--- src/rtl/table_player_pkg.sv ---
// Shared types and width helpers for the multi-channel table sequencer.
package table_player_pkg;

  typedef enum logic [1:0] {
    ONESHOT  = 2'd0,
    LOOP     = 2'd1,
    PINGPONG = 2'd2,
    RSVD     = 2'd3
  } mode_t;

  typedef enum logic {
    IDLE = 1'b0,
    RUN  = 1'b1
  } state_t;

  function automatic int addr_w(input int depth);
    return (depth > 1) ? $clog2(depth) : 1;
  endfunction

  function automatic int chan_w(input int n_chan);
    return (n_chan > 1) ? $clog2(n_chan) : 1;
  endfunction

endpackage

--- src/rtl/table_player_mem.sv ---
// N_CHAN x DEPTH sample store with range-checked write port and one shared,
// registered read address (read-before-write on a same-cycle collision).
module table_player_mem
  import table_player_pkg::*;
#(
  parameter  int N_CHAN = 2,
  parameter  int DEPTH  = 4,
  parameter  int WIDTH  = 16,
  localparam int AW     = addr_w(DEPTH),
  localparam int CW     = chan_w(N_CHAN)
) (
  input  logic                     clk,
  input  logic                     rst,
  input  logic                     i_wr_en,
  input  logic [CW-1:0]            i_wr_chan,
  input  logic [AW-1:0]            i_wr_addr,
  input  logic signed [WIDTH-1:0]  i_wr_data,
  input  logic                     i_rd_en,
  input  logic [AW-1:0]            i_rd_addr,
  output logic [N_CHAN*WIDTH-1:0]  o_rd_data
);

  logic signed [WIDTH-1:0] r_mem [N_CHAN][DEPTH];
  logic signed [WIDTH-1:0] r_rd  [N_CHAN];
  logic                    w_wr_ok;

  // Out-of-range writes are silently dropped; contents survive reset.
  assign w_wr_ok = i_wr_en && (32'(i_wr_chan) < N_CHAN) && (32'(i_wr_addr) < DEPTH);

  always_ff @(posedge clk) begin
    if (w_wr_ok) r_mem[i_wr_chan][i_wr_addr] <= i_wr_data;
  end

  for (genvar k = 0; k < N_CHAN; k++) begin : g_rd
    always_ff @(posedge clk) begin
      if (rst)          r_rd[k] <= '0;
      else if (i_rd_en) r_rd[k] <= r_mem[k][i_rd_addr];
    end
    assign o_rd_data[k*WIDTH +: WIDTH] = r_rd[k];
  end

endmodule

--- src/rtl/table_player.sv ---
// Multi-channel lookup-table sequencer: walks its own address in one-shot,
// loop or ping-pong order, holding each sample for div+1 cycles.
//
// state | meaning
// IDLE  | waiting for start; addr and data hold their last values
// RUN   | hold counter running, address stepping per latched mode
module table_player
  import table_player_pkg::*;
#(
  parameter  int N_CHAN = 2,
  parameter  int DEPTH  = 4,
  parameter  int WIDTH  = 16,
  parameter  int DIV_W  = 8,
  localparam int AW     = addr_w(DEPTH),
  localparam int CW     = chan_w(N_CHAN)
) (
  input  logic                     clk,
  input  logic                     rst,
  input  logic                     wr_en,
  input  logic [CW-1:0]            wr_chan,
  input  logic [AW-1:0]            wr_addr,
  input  logic signed [WIDTH-1:0]  wr_data,
  input  logic [1:0]               mode,
  input  logic [DIV_W-1:0]         div,
  input  logic                     start,
  input  logic                     stop,
  output logic                     busy,
  output logic [AW-1:0]            addr,
  output logic [N_CHAN*WIDTH-1:0]  data,
  output logic                     valid,
  output logic                     done
);

  localparam logic [AW-1:0] A_LAST = AW'(DEPTH - 1);

  state_t           r_state;
  mode_t            r_mode;
  logic [DIV_W-1:0] r_div;
  logic [DIV_W-1:0] r_tick;
  logic [AW-1:0]    r_addr;
  logic             r_dir_dn;
  logic             r_valid;
  logic             r_done;
  logic             w_rd_en;

  assign w_rd_en = (r_state == RUN);

  always_ff @(posedge clk) begin
    if (rst) begin
      r_state  <= IDLE;
      r_mode   <= ONESHOT;
      r_div    <= '0;
      r_tick   <= '0;
      r_addr   <= '0;
      r_dir_dn <= 1'b0;
      r_valid  <= 1'b0;
      r_done   <= 1'b0;
    end else begin
      // valid tracks the read issued this cycle, so it lags addr by one
      r_valid <= (r_state == RUN);
      r_done  <= 1'b0;
      case (r_state)
        IDLE: begin
          if (start && !stop) begin
            r_state  <= RUN;
            r_mode   <= mode_t'(mode);
            r_div    <= div;
            r_tick   <= '0;
            r_addr   <= '0;
            r_dir_dn <= 1'b0;
          end
        end
        RUN: begin
          if (stop) begin
            r_state <= IDLE;
          end else if (r_tick != r_div) begin
            r_tick <= r_tick + 1'b1;
          end else begin
            r_tick <= '0;
            case (r_mode)
              LOOP: r_addr <= (r_addr == A_LAST) ? '0 : r_addr + 1'b1;
              PINGPONG: begin
                // endpoints are visited once per sweep; a 1-entry table never moves
                if (DEPTH == 1) begin
                  r_addr <= '0;
                end else if (!r_dir_dn) begin
                  if (r_addr == A_LAST) begin
                    r_addr   <= r_addr - 1'b1;
                    r_dir_dn <= 1'b1;
                  end else begin
                    r_addr <= r_addr + 1'b1;
                  end
                end else begin
                  if (r_addr == '0) begin
                    r_addr   <= r_addr + 1'b1;
                    r_dir_dn <= 1'b0;
                  end else begin
                    r_addr <= r_addr - 1'b1;
                  end
                end
              end
              default: begin
                if (r_addr == A_LAST) begin
                  r_state <= IDLE;
                  r_done  <= 1'b1;
                end else begin
                  r_addr <= r_addr + 1'b1;
                end
              end
            endcase
          end
        end
        default: r_state <= IDLE;
      endcase
    end
  end

  table_player_mem #(
    .N_CHAN (N_CHAN),
    .DEPTH  (DEPTH),
    .WIDTH  (WIDTH)
  ) u_mem (
    .clk       (clk),
    .rst       (rst),
    .i_wr_en   (wr_en),
    .i_wr_chan (wr_chan),
    .i_wr_addr (wr_addr),
    .i_wr_data (wr_data),
    .i_rd_en   (w_rd_en),
    .i_rd_addr (r_addr),
    .o_rd_data (data)
  );

  assign busy  = (r_state == RUN);
  assign addr  = r_addr;
  assign valid = r_valid;
  assign done  = r_done;

endmodule

--- config.mk ---
export PLATFORM = sky130hd
export DESIGN_NAME = table_player
export DESIGN_NICKNAME = d
export VERILOG_FILES = /design/src/rtl/table_player_pkg.sv /design/src/rtl/table_player_mem.sv /design/src/rtl/table_player.sv
export SDC_FILE = /design/constraint.sdc
export NUM_CORES = 1
export LEC_CHECK = 0
export CAP_MARGIN = 20
export CORE_ASPECT_RATIO = 0.9
export CORE_UTILIZATION = 50
export CTS_BUF_LIST = sky130_fd_sc_hd__clkbuf_8
export CTS_CLUSTER_DIAMETER = 120
export DETAILED_ROUTE_END_ITERATION = 8
export GPL_TIMING_DRIVEN = 0
export PLACE_DENSITY = 0.69
export SKIP_CTS_REPAIR_TIMING = 1
export SLEW_MARGIN = 25
export SYNTH_ARGS = -nofsm -noshare
export SYNTH_HDL_FRONTEND = slang
export SYNTH_HIERARCHICAL = 1
export SYNTH_SLANG_ARGS = --single-unit
--- constraint.sdc ---
create_clock -name clk -period 2.4 [get_ports clk]
set_input_delay 0.36 -clock clk [delete_from_list [all_inputs] [get_ports clk]]
set_output_delay 0.36 -clock clk [all_outputs]
set_load 0.01 [all_outputs]
Word-level counts from Yosys, hierarchy flattened

Memories as Yosys holds them, arrays and structs flattened.
Cells that the tools add are included.

Bits of input ports: 34
Word-level logic and storage cells: 85
Register bits after elaboration: 24
ROM bits: 0
Memories kept: 2
Output and inout port bits: 37
Memory bits (writable): 160
Bits in latches: 0

Equality and inequality tests: 9
Div/mod/pow operators: 0
Bitwise operators: 5
Order comparisons: 3
Add/subtract/negate cells: 3
Shifts and indexed selects: 0
$mul: 0
Mux-type cells: 45
Reductions and logical operators: 10

Memory list:

| name        | words | bits a word | read ports | clocked after Yosys merged registers in | wr ports | line                   | RTL |
|---|---|---|---|---|---|---|---|
| u_mem.r_mem | 2     | 64          | 2          | 0                                       | 1        | table_player_mem.sv:23 | `logic signed [WIDTH-1:0] r_mem [N_CHAN][DEPTH];` |
| u_mem.r_rd  | 2     | 16          | 2          | 0                                       | 2        | table_player_mem.sv:24 | `logic signed [WIDTH-1:0] r_rd [N_CHAN];` |

Operators by type and width:

| kind                  | count |
|---|---|
| $mux W16              | 7 |
| $bmux W16 S2          | 2 |
| $mux W64              | 1 |
| $demux W16 S2         | 1 |
| $mux W8               | 3 |
| $mux W1               | 18 |
| $mux W2               | 8 |
| $pmux W8 S2           | 1 |
| $add A8 B1 Y8 const B | 1 |
| $ne A8 B8 Y1          | 1 |
| $pmux W2 S2           | 2 |
| $reduce_and A4 Y1     | 2 |
| $ge A3 B3 Y1 const B  | 2 |
| $ne A2 B2 Y1 const B  | 3 |
| $not A2 Y3            | 2 |
| $reduce_or A6 Y1      | 1 |
| $eq A2 B2 Y1 const B  | 2 |
| $ne A4 B2 Y1 const B  | 1 |
| $pmux W1 S2           | 2 |
| $reduce_and A2 Y1     | 2 |
| $lt A3 B1 Y1 const B  | 1 |
| $add A2 B1 Y2 const B | 1 |
| $eq A2 B1 Y1 const B  | 1 |
| $logic_and A1 B1 Y1   | 2 |
| 7 further kinds       | 8 |

Depth between registers and ports, before layout

Gate-level depths: netlist of the first run.

Depth after elaboration: 7
Mapped depth: 6
Gate-level depth less buffers: 6

Hierarchy

Netlist of the first run, hierarchy kept.

By module, submodules not included:

| module           | seq. area each (um2) | area each (um2) | cells each | times used |
|---|---|---|---|---|
| table_player_mem | 4804.6               | 6048.3          | 286        | 1 |
| table_player     | 480.5                | 1336.3          | 144        | 1 |

Worst setup path before layout of the first run

Ideal clock, no wire load.

Kind: input to register
Start point: input port wr_addr[1]
End point: memory u_mem/r_mem[0][48] (netlist name), enable pin
Setup slack: 0.317 ns
Data arrival time: 1.674 ns
Library setup time: 0.409 ns
Data required time: 1.991 ns
Stages on the path: 2
Path buffers: 0
Cell sequence: nand2b_1 > nor3_1

Cells in the longest elaborated chain, start to end: 6
Elaborated cells between the ends (all ways): 7
Classes of those cells: order compare (2); mux (3); bitwise (1); reduce/logical (1)

Ends and longest elaborated chain:

| element                                                            | line                   | RTL |
|---|---|---|
| from (decl)                                                        | table_player.sv:21     | `input logic [AW-1:0] wr_addr,` |
| $not A2 Y3 (implied by the code) *                                 | table_player_mem.sv:31 | `if (w_wr_ok) r_mem[i_wr_chan][i_wr_addr] <= i_wr_data;` |
| $ge A3 B3 Y1 (implied by the code) or $lt A3 B1 Y1 (tied branches) | table_player_mem.sv:31 |  |
| $logic_and A1 B1 Y1 (implied by the code)                          | table_player_mem.sv:31 |  |
| $mux W16 (implied by the code)                                     | table_player_mem.sv:31 |  |
| $demux W16 S2 *                                                    | table_player_mem.sv:31 |  |
| $mux W64 (implied by the code) *                                   | table_player_mem.sv:31 |  |
| to (decl)                                                          | table_player_mem.sv:23 |  |

Every way passes the cells marked *; elsewhere a longest branch is shown, timed or not.

Worst setup path in the final report of the first run

Start point: register r_addr[1], in the netlist addr[1]
End point: output port addr[1]

RTL lines:

| element                | line               | RTL |
|---|---|---|
| from (decl)            | table_player.sv:40 | `logic [AW-1:0] r_addr;` |
| from (signal assigned) | table_player.sv:81 | `LOOP: r_addr <= (r_addr == A_LAST) ? '0 : r_addr + 1'b1;` |
| from (signal assigned) | table_player.sv:88 | `r_addr <= r_addr - 1'b1;` |
| from (signal assigned) | table_player.sv:91 | `r_addr <= r_addr + 1'b1;` |
| to (decl)              | table_player.sv:28 | `output logic [AW-1:0] addr,` |

No word-level cell between the ends.

==> metrics, run 1 <==
status=completed; largest net degree at the start of global routing=33; 1st-pass router iterations=5; GPL Wtd Cong=0.806; WP data required=2.04 ns; mapped cell area=7380 um^2; clock buffer count from CTS=17; max cap viols=0; Cell Pwr Density=755 nW/um^2; Clock Skew=0.0101 ns; drt drc=0; critical path launch point type=register; GRT Resource Usage Total=19.2%; Register-to-Register Path Depth=4; Sequential cell area=5290 um^2; initial antenna violation count=0; IO buf count=70; HP Start=div[2]; commonest non-fill, non-tap cell in the layout=edfxtp_1; CP endpoint kind=primary output; sequential element share of the synthesized area=71.6%; max frequency=531 MHz; Routed WL=13.7 mm; hold path depth=3; Cell Area, Placed=8470 um^2; Cell variety after synth=44; Peak VDD IR=0.419 mV; Vias/cell=5.35; Initial DRC Count=297; yosys warns=6; Post-Syn Nets=470; worst-skew pair later-pin latency=0.45 ns; I/O pin cnt=71; M1 wire length=6.35 mm; post-route insts no fill=735; Fin Hold WS=0.448 ns; layout cell share with drive strength beyond 1=22.1%; final hold violation count=0; Worst Tran Pin Value=0.865 ns; Die Y=117 um; DIE WIDTH=130 um; relative slew slack=42.3%; final worst path period share=78.5%; asr flop ratio synth=0%; HPWL after DPL=9.49 mm; Leak=2.83 nW; WL/cell=18.6 um; Yosys reg bits=184; Hold/Removal Path Class=in2reg; commonest non-fill, non-tap cells in the layout=edfxtp_1, clkdlybuf4s50_1, mux2i_1, o22ai_2, dfxtp_1; CP Class=reg2out; cell area after layout=8880 um^2; ys flop type=edfxtp_1; via count=3935; Pins Over Slew Limit=0; delay-heaviest family, CP=buffers and inverters; DR top layer=met4; met3 wire length=644 um; minimum clock period=1.88 ns; slowest cell on the critical path=clkdlybuf4s50_1; Sink Count=184; vias in the first global route=3837; fillcell total=1030; Setup Viol. Count Final=0; Mapped Avg Cell Area=17.2 um^2; Crit. Startpoint=addr[1]; CTS clk-pin slew, worst paths=0.09 ns; area of the multi-input gates=1940 um^2; WP depth=1; GRT overflow=0; Starting Density=52.0%; crit path cell chain=clkdlybuf4s50_1; critical path arrival=1.52 ns; WL met2=6.54 mm; H-Tree Depth=4; Post-Syn Instances=430; number of synthesized flops with an enable pin=160; CTS tree=done; RSZ-0062 raised after global routing=no; n_diodes=0; DIE AREA=15300 um^2; Longest Clk Path Bufs=2; first-pass GRT wire length=20.9 mm; reg2reg start=addr[0]; Core Area=14200 um^2; CTS Root Cell=clkbuf_8; Site Rows=41; area delta synth->final=20.2%; sum of buffers and inverters on the critical path=1; net count reported at finish=569; dpl cells=703; CP max FO=7; peak per-stage delay on the critical path=0.60 ns; Antenna Nets Post-Route=0
==> kinds of logic (layout without fill, tap and decap cells) <==
logic type / after synthesis / after routing / synth area share (%)
adder cells (fa/ha/maj): 6 / 6 / 1.02
multiplexers: 65 / 65 / 8.81
AND/OR/NAND/NOR: 61 / 61 / 4.76
XOR/XNOR: 15 / 15 / 1.98
AO/OA/AOI/OAI: 74 / 74 / 9.39
buffers and inverters: 25 / 137 / 2.47
flip-flops: 184 / 184 / 71.6
==> state kept, by name (all words and copies together) (netlist names) <==
signal and flops:
u_mem/r_mem 128, u_mem/r_rd 32, r_div 8, r_tick 8, addr 2, r_mode 2, busy 1, done 1
r_dir_dn 1, valid 1
==> routing by layer <==
| layer | global-route usage (%) | vias up |
|---|---|---|
| met5 | 0 | - |
| met4 | 6.51 | 0 |
| met3 | 4.45 | 15 |
| met2 | 30.2 | 98 |
| met1 | 26.6 | 1960 |
| li1 | - | 1862 |
==> through the flow <==
stage	utilization (%)	TNS [ns]	setup WS [ns]	total power, mW
global route	62.5	0	0.441	6.93
detailed placement	59.6	0	0.236	4.69
finish	62.5	0	0.516	6.70
CTS	62.5	0	0.473	6.75
floorplan	-	0	0.317	4.35
global placement	58.6	-63.78	-1.14	4.65
==> Yosys cell counts (3+ instances only) <==
master / n / area (um^2)
o22ai_2: 30 / 375
inv_1: 5 / 18.8
mux2i_1: 65 / 651
nor3_1: 4 / 20.0
nand4_1: 4 / 25.0
o21ai_1: 8 / 40.0
ha_1: 6 / 75.1
nand3b_1: 3 / 22.5
buf_2: 8 / 40.0
nor4_2: 3 / 37.5
buf_4: 6 / 45.0
buf_12: 3 / 60.1
dfxtp_1: 24 / 480
a21oi_1: 12 / 60.1
o21ai_0: 5 / 25.0
nand2_1: 20 / 75.1
nor2_1: 10 / 37.5
edfxtp_1: 160 / 4800
a21oi_2: 9 / 78.8
nand2b_1: 5 / 31.3
xnor2_1: 11 / 96.3
==> final cells by class <==
| cell class | count | share of cell area [%] |
|---|---|---|
| flip-flops and latches | 184 | 59.5 |
| inverters | 5 | 0.211 |
| plain buffers | 20 | 1.85 |
| repair buffers | 80 | 9.24 |
| multi-input cells | 221 | 21.9 |
| clock inverters | 15 | 1.96 |
| well taps | 193 | 2.72 |
| clock buffers | 17 | 2.63 |
==> power by group <==
group,switching [mW],internal [mW],leakage [nW]
registers,0.0480,3.60,1.69
clock network,1.06,1.03,0.197
logic,0.522,0.440,0.936
total,1.63,5.07,2.83
==> final timing paths <==
| kind | endpoint | slack [ns] |
|---|---|---|
| worst min-delay path | r_div[2] | 0.45 |
| worst max-delay path | addr[1] | 0.52 |
| worst min register to register | r_div[7] | 0.50 |
| worst max register to register | u_mem/r_rd[1][1] | 0.68 |
No activity file was read; power rests on OpenSTA's default activity.
==> run 2: changes to the inputs <==
Settings changed: PLACE_DENSITY 0.69 to 0.72.
Clock period 2.4 ns to 1.6 ns, I/O delays scaled along.
==> metrics, run 2 (same netlist as run 1, synthesis figures left out) <==
status=finished with violations; failing checks=setup timing; Peak VDD IR=0.615 mV (+47%); Register-to-Register Path Depth=4 (unchanged); fillcell total=1022 (-0.78%); Pins Over Slew Limit=0 (unchanged); Setup Viol. Count Final=8 (+8); 1st-pass router iterations=4 (-1); HP Start=div[5]; layout cell share with drive strength beyond 1=21.5% (-0.66 points); clock network power share=30.0% (-1.2 points); peak per-stage delay on the critical path=0.63 ns (+0.03 ns); CTS Root Cell=clkbuf_8; busiest grt layer=met2; Antenna Nets Post-Route=0 (unchanged); Initial DRC Count=399 (+34%); Top Registers=u_mem/r_mem x128, u_mem/r_rd x32; CTS clk-pin slew, worst paths=0.08 ns (about the same); register-to-register setup slack=0.07 ns (-0.61 ns); IO buf count=70 (unchanged); drt drc=0 (unchanged); commonest non-fill, non-tap cells in the layout=edfxtp_1, mux2i_1, clkdlybuf4s50_1, o22ai_2, dlymetal6s2s_1; RSZ-0062 raised after global routing=yes; minimum clock period=1.61 ns; Int Pwr=7.57 mW (+49%); WP data required=1.76 ns (-0.28 ns); CP max FO=9 (+2); Worst Tran Pin Value=0.594 ns (-0.271 ns); sum of buffers and inverters on the critical path=2 (+1); first-pass GRT wire length=21.1 mm (+1.1%); Clock Skew=0.00838 ns (-0.00172 ns); Largest Register=u_mem/r_mem; Fin Hold WS=0.330 ns (-0.118 ns); Site Rows=41 (unchanged); reg2reg start=addr[0]; max cap viols=0 (unchanged); area delta synth->final=21.4%; net count reported at finish=568 (-0.18%); DIE WIDTH=130 um (unchanged); via count=3929 (-0.15%); final hold violation count=0 (unchanged); vias in the first global route=3856 (+0.50%); Reg power frac=55.2% (+0.8 points); Gate power share=14.8% (+0.4 points); GRT met3 Usage=4.09% (-0.36 points); H-Tree Depth=4 (unchanged); largest net degree at the start of global routing=33 (unchanged); Vias/cell=5.36 (+0.12%); met1 Usage GRT=28.1% (+1.5 points); Longest Clk Path Bufs=2 (unchanged); Routed WL=13.8 mm (+0.89%); HPWL after DPL=9.32 mm (-1.8%); critical path arrival=1.77 ns (+0.25 ns); slack of the critical path=-0.0148 ns (-0.530 ns); n_diodes=0 (unchanged); DIE AREA=15300 um^2 (unchanged); Cell Pwr Density=1110 nW/um^2 (+46%); Starting Density=52.0% (unchanged); GRT Resource Usage Total=19.5% (+0.24 points); slowest cell on the critical path=clkdlybuf4s50_1; final worst path period share=101%; CP Class=in2reg; GRT overflow=0 (unchanged); WL/cell=18.8 um (+1.2%); initial antenna violation count=0 (unchanged); CTS tree=done; Die Y=117 um (unchanged); I/O pin cnt=71 (unchanged); max frequency=619 MHz; Cell Area, Placed=8460 um^2 (-0.16%); critical path launch point type=input port; worst reg2reg path endpoint=u_mem/r_rd[0][5]; cell area after layout=8970 um^2 (+0.99%); Sink Count=184 (unchanged); Net Sw Frac=23.7% (-0.65 points); clock buffer count from CTS=17 (unchanged); max reg flops=128 (unchanged); crit path cell chain=clkdlybuf4s50_1, nand2_1, nor2_2, buf_6; Leak=3.19 nW (+13%); P_sw=2.35 mW (+44%); GPL Wtd Cong=0.800 (-0.77%); delay-heaviest family, CP=buffers and inverters; relative slew slack=60.3% (+18 points); Hold Crit Endpoint=r_div[5]; GR Layer Usage met2=29.2% (-0.96 points); hold path depth=3 (unchanged); commonest non-fill, non-tap cell in the layout=edfxtp_1; CP endpoint kind=register; Hold/Removal Path Class=in2reg; worst-skew pair later-pin latency=0.45 ns (about the same); Core Area=14200 um^2 (unchanged)
[run 2: layout make-up]
| type | count | area (um^2) | area share (%) |
|---|---|---|---|
| Buffer | 20 | 188 | 2.09 |
| Timing Repair Buffer | 79 | 880 | 9.81 |
| Inverter | 5 | 18.8 | 0.209 |
| Clock inverter | 14 | 143 | 1.59 |
| Tap cell | 193 | 241 | 2.69 |
| Multi-Input combinational cell | 221 | 1970 | 22.0 |
| Sequential cell | 184 | 5290 | 59.0 |
| Clock buffer | 17 | 234 | 2.61 |
[run 2: worst max-delay path by stage]
stage                          start            endpoint  slack, ns  cells past startpoint
after global routing         wr_chan  u_mem/r_mem[1][15]      -0.07                      4
final                        wr_chan  u_mem/r_mem[1][13]      -0.01                      4
after global placement       wr_chan  u_mem/r_mem[0][13]      -1.04                      3
after CTS                    addr[1]             addr[1]      -0.21                      1
after floorplan           wr_addr[1]  u_mem/r_mem[1][32]       0.06                      2
after detailed placement     wr_chan  u_mem/r_mem[0][13]      -0.56                      4
[run 2: power groups by stage]
stage          Sequential, mW  Clock, mW  Combinational (mW)
2_1_floorplan            5.60          0               0.920
3_3_place_gp             5.58          0                1.39
3_5_place_dp             5.59          0                1.44
4_1_cts                  5.48       3.01                1.45
5_1_grt                  5.49       3.21                1.57
6_report                 5.47       2.98                1.47
[run 2: per-stage QoR]
stage          utilization, %  total power, mW  instances  TNS [ns]  worst slack, ns
6_report                 63.1             9.92        733   -0.0782          -0.0148
5_1_grt                  63.1             10.3        733     -1.10          -0.0708
4_1_cts                  62.2             9.94        732     -3.60           -0.209
3_5_place_dp             59.5             7.03        701    -68.07           -0.556
3_3_place_gp             58.7             6.97        693   -146.36            -1.04
2_1_floorplan               -             6.52        430         0           0.0634
[run 2: worst reg2reg max path, cell delays in order, from the launching register on]
cell	delay (ns)
dfxtp_2	0.40
buf_4	0.23
buf_4	0.27
mux2i_1	0.26
o22ai_2	0.11
[run 2: layer usage]
metal | part of all wire (%) | routed length (um)
met1 | 47 | 6520
met2 | 47 | 6470
met3 | 4.7 | 654
met4 | 1.1 | 156
met5 | 0 | 0
==> RTL edit, RTL diff (config.mk and constraints of run 2) <==
Set the parameter `DIV_W` to 12 (it was 8).
--- a/src/rtl/table_player.sv
+++ b/src/rtl/table_player.sv
@@ -10,7 +10,7 @@
   parameter  int N_CHAN = 2,
   parameter  int DEPTH  = 4,
   parameter  int WIDTH  = 16,
-  parameter  int DIV_W  = 8,
+  parameter  int DIV_W  = 12,
   localparam int AW     = addr_w(DEPTH),
   localparam int CW     = chan_w(N_CHAN)
 ) (
Ports: changed (resized div); port bits go from 71 to 75. No check against the original RTL was run, so the function may have changed too.
==> RTL edit against run 2 <==
- the flow still finishes with violations (negative setup slack)
- routed wire length increased by 7.3%
- area after synthesis increased by 2.7%
- total power decreased by 5.4%
- synthesized cell count increased by 9.5%
- setup slack got worse by 0.11 ns
- sequential cell count increased by 8
- cell count increased by 7.6%
- final area increased by 3.9%
- critical endpoint is now addr[0]
==> RTL edit: results (changes against run 2) <==
Crit-path slowest cell dfxtp_4 (was clkdlybuf4s50_1); share of layout cells above drive strength 1 0.198 (was 0.215); routability congestion estimate 0.758 (was 0.800); Worst Hold End r_div[7] (was r_div[5]); Pleak 3.42 nW (was 3.19 nW); Layout Cells excl Fill 789 (was 733); CP max FO 5 (was 9); Net Sw Frac 0.218 (was 0.237); number of global-route vias before repair 4200 (was 3856); kind of cell adding the most delay to the critical path simple AND/OR/NAND/NOR gates (was buffers and inverters); placed cells 750 (was 701); cells after synthesis 471 (was 430); drt via density 5.36 (about the same); failing checks negative setup slack (unchanged); placed wire-length estimate 9720 µm (was 9320 µm); Setup Skew 0.00657 ns (was 0.00838 ns); power of the clock network 2.90 mW (was 2.98 mW); most frequent cells after synthesis edfxtp_1 (160), mux2i_1 (64), nand2_1 (42) (was edfxtp_1 (160), mux2i_1 (65), o22ai_2 (30)); setup TNS -0.767 ns (was -0.0782 ns); share of the yosys chip area belonging to registers 0.718 (was 0.716); Area after DPL 8720 µm² (was 8460 µm²); Setup violations, final 15 (was 8); DRT iter0 DRCs 301 (was 399); I/O Buffers 74 (was 70); worst setup margin -0.121 ns (was -0.0148 ns); Tot GR Track Use 0.193 (was 0.195); first-pass GRT wire length 22100 µm (was 21100 µm); hold slack final 0.325 ns (was 0.330 ns); Worst EP arrival 2.07 ns (was 1.77 ns); post-synth cell types 39 (was 44); crit-path max cell delay 0.36 ns (was 0.63 ns); crit path from r_tick[3] (was wr_chan); # nets final 624 (was 568); total sequential power 5.67 mW (was 5.47 mW); peak supply drop 0.593 mV (was 0.615 mV); Synth area leaders edfxtp_1 (63%), dfxtp_1 (8.4%), mux2i_1 (8.4%), o22ai_2 (4.9%), nand2_1 (2.1%) (was edfxtp_1 (65%), mux2i_1 (8.8%), dfxtp_1 (6.5%), o22ai_2 (5.1%), xnor2_1 (1.3%)); pre-CTS setup slack -0.552 ns (was -0.556 ns); Slew @ Worst Pin 0.910 ns (was 0.594 ns); Sw Pwr 2.05 mW (was 2.35 mW); Min-Delay Startpoint div[7] (was div[5]); Worst R2R Path Depth 5 (was 4); worst flop-to-flop path endpoint addr[0] (was u_mem/r_rd[0][5]); run status complete, but fails checks (unchanged)
## RTL edit: cell count changes in the layout (fill, tap and decap cells not counted), moves of 6 or more
cell     delta
a21oi_2     -9
nand3_1     +6
nor2_1     +13
xnor2_1     -6
nand2_1    +21
xor2_1     +14
o21ai_1     -7
## RTL edit: per-layer routing
metal  routed length (µm)  part of all wire  up-vias  global-route usage
met5                    0                 0        -                   0
met1                 6770              0.46     2113               0.252
met2                 7140              0.48      103               0.311
li1                     -                 -     1993                   -
met4                  264             0.018        0              0.0792
met3                  639             0.043       18              0.0481
## RTL edit: kinds of logic after synthesis
logic type	after synthesis	share of synthesized area
compound gates	59	0.0714
xor+xnor	21	0.0242
buf+inv	26	0.0238
fa+ha+maj	6	0.00990
simple gates	101	0.0643
flops	192	0.718
mux	66	0.0884
## RTL edit: cell type report
type	instances	area [µm²]
inverters	7	26.3
well taps	198	248
plain buffers	19	184
clock inverters	13	124
clock buffers	17	234
flip-flops and latches	192	5460
repair buffers	89	968
fillers	1098	5450
multi-input cells	254	2070
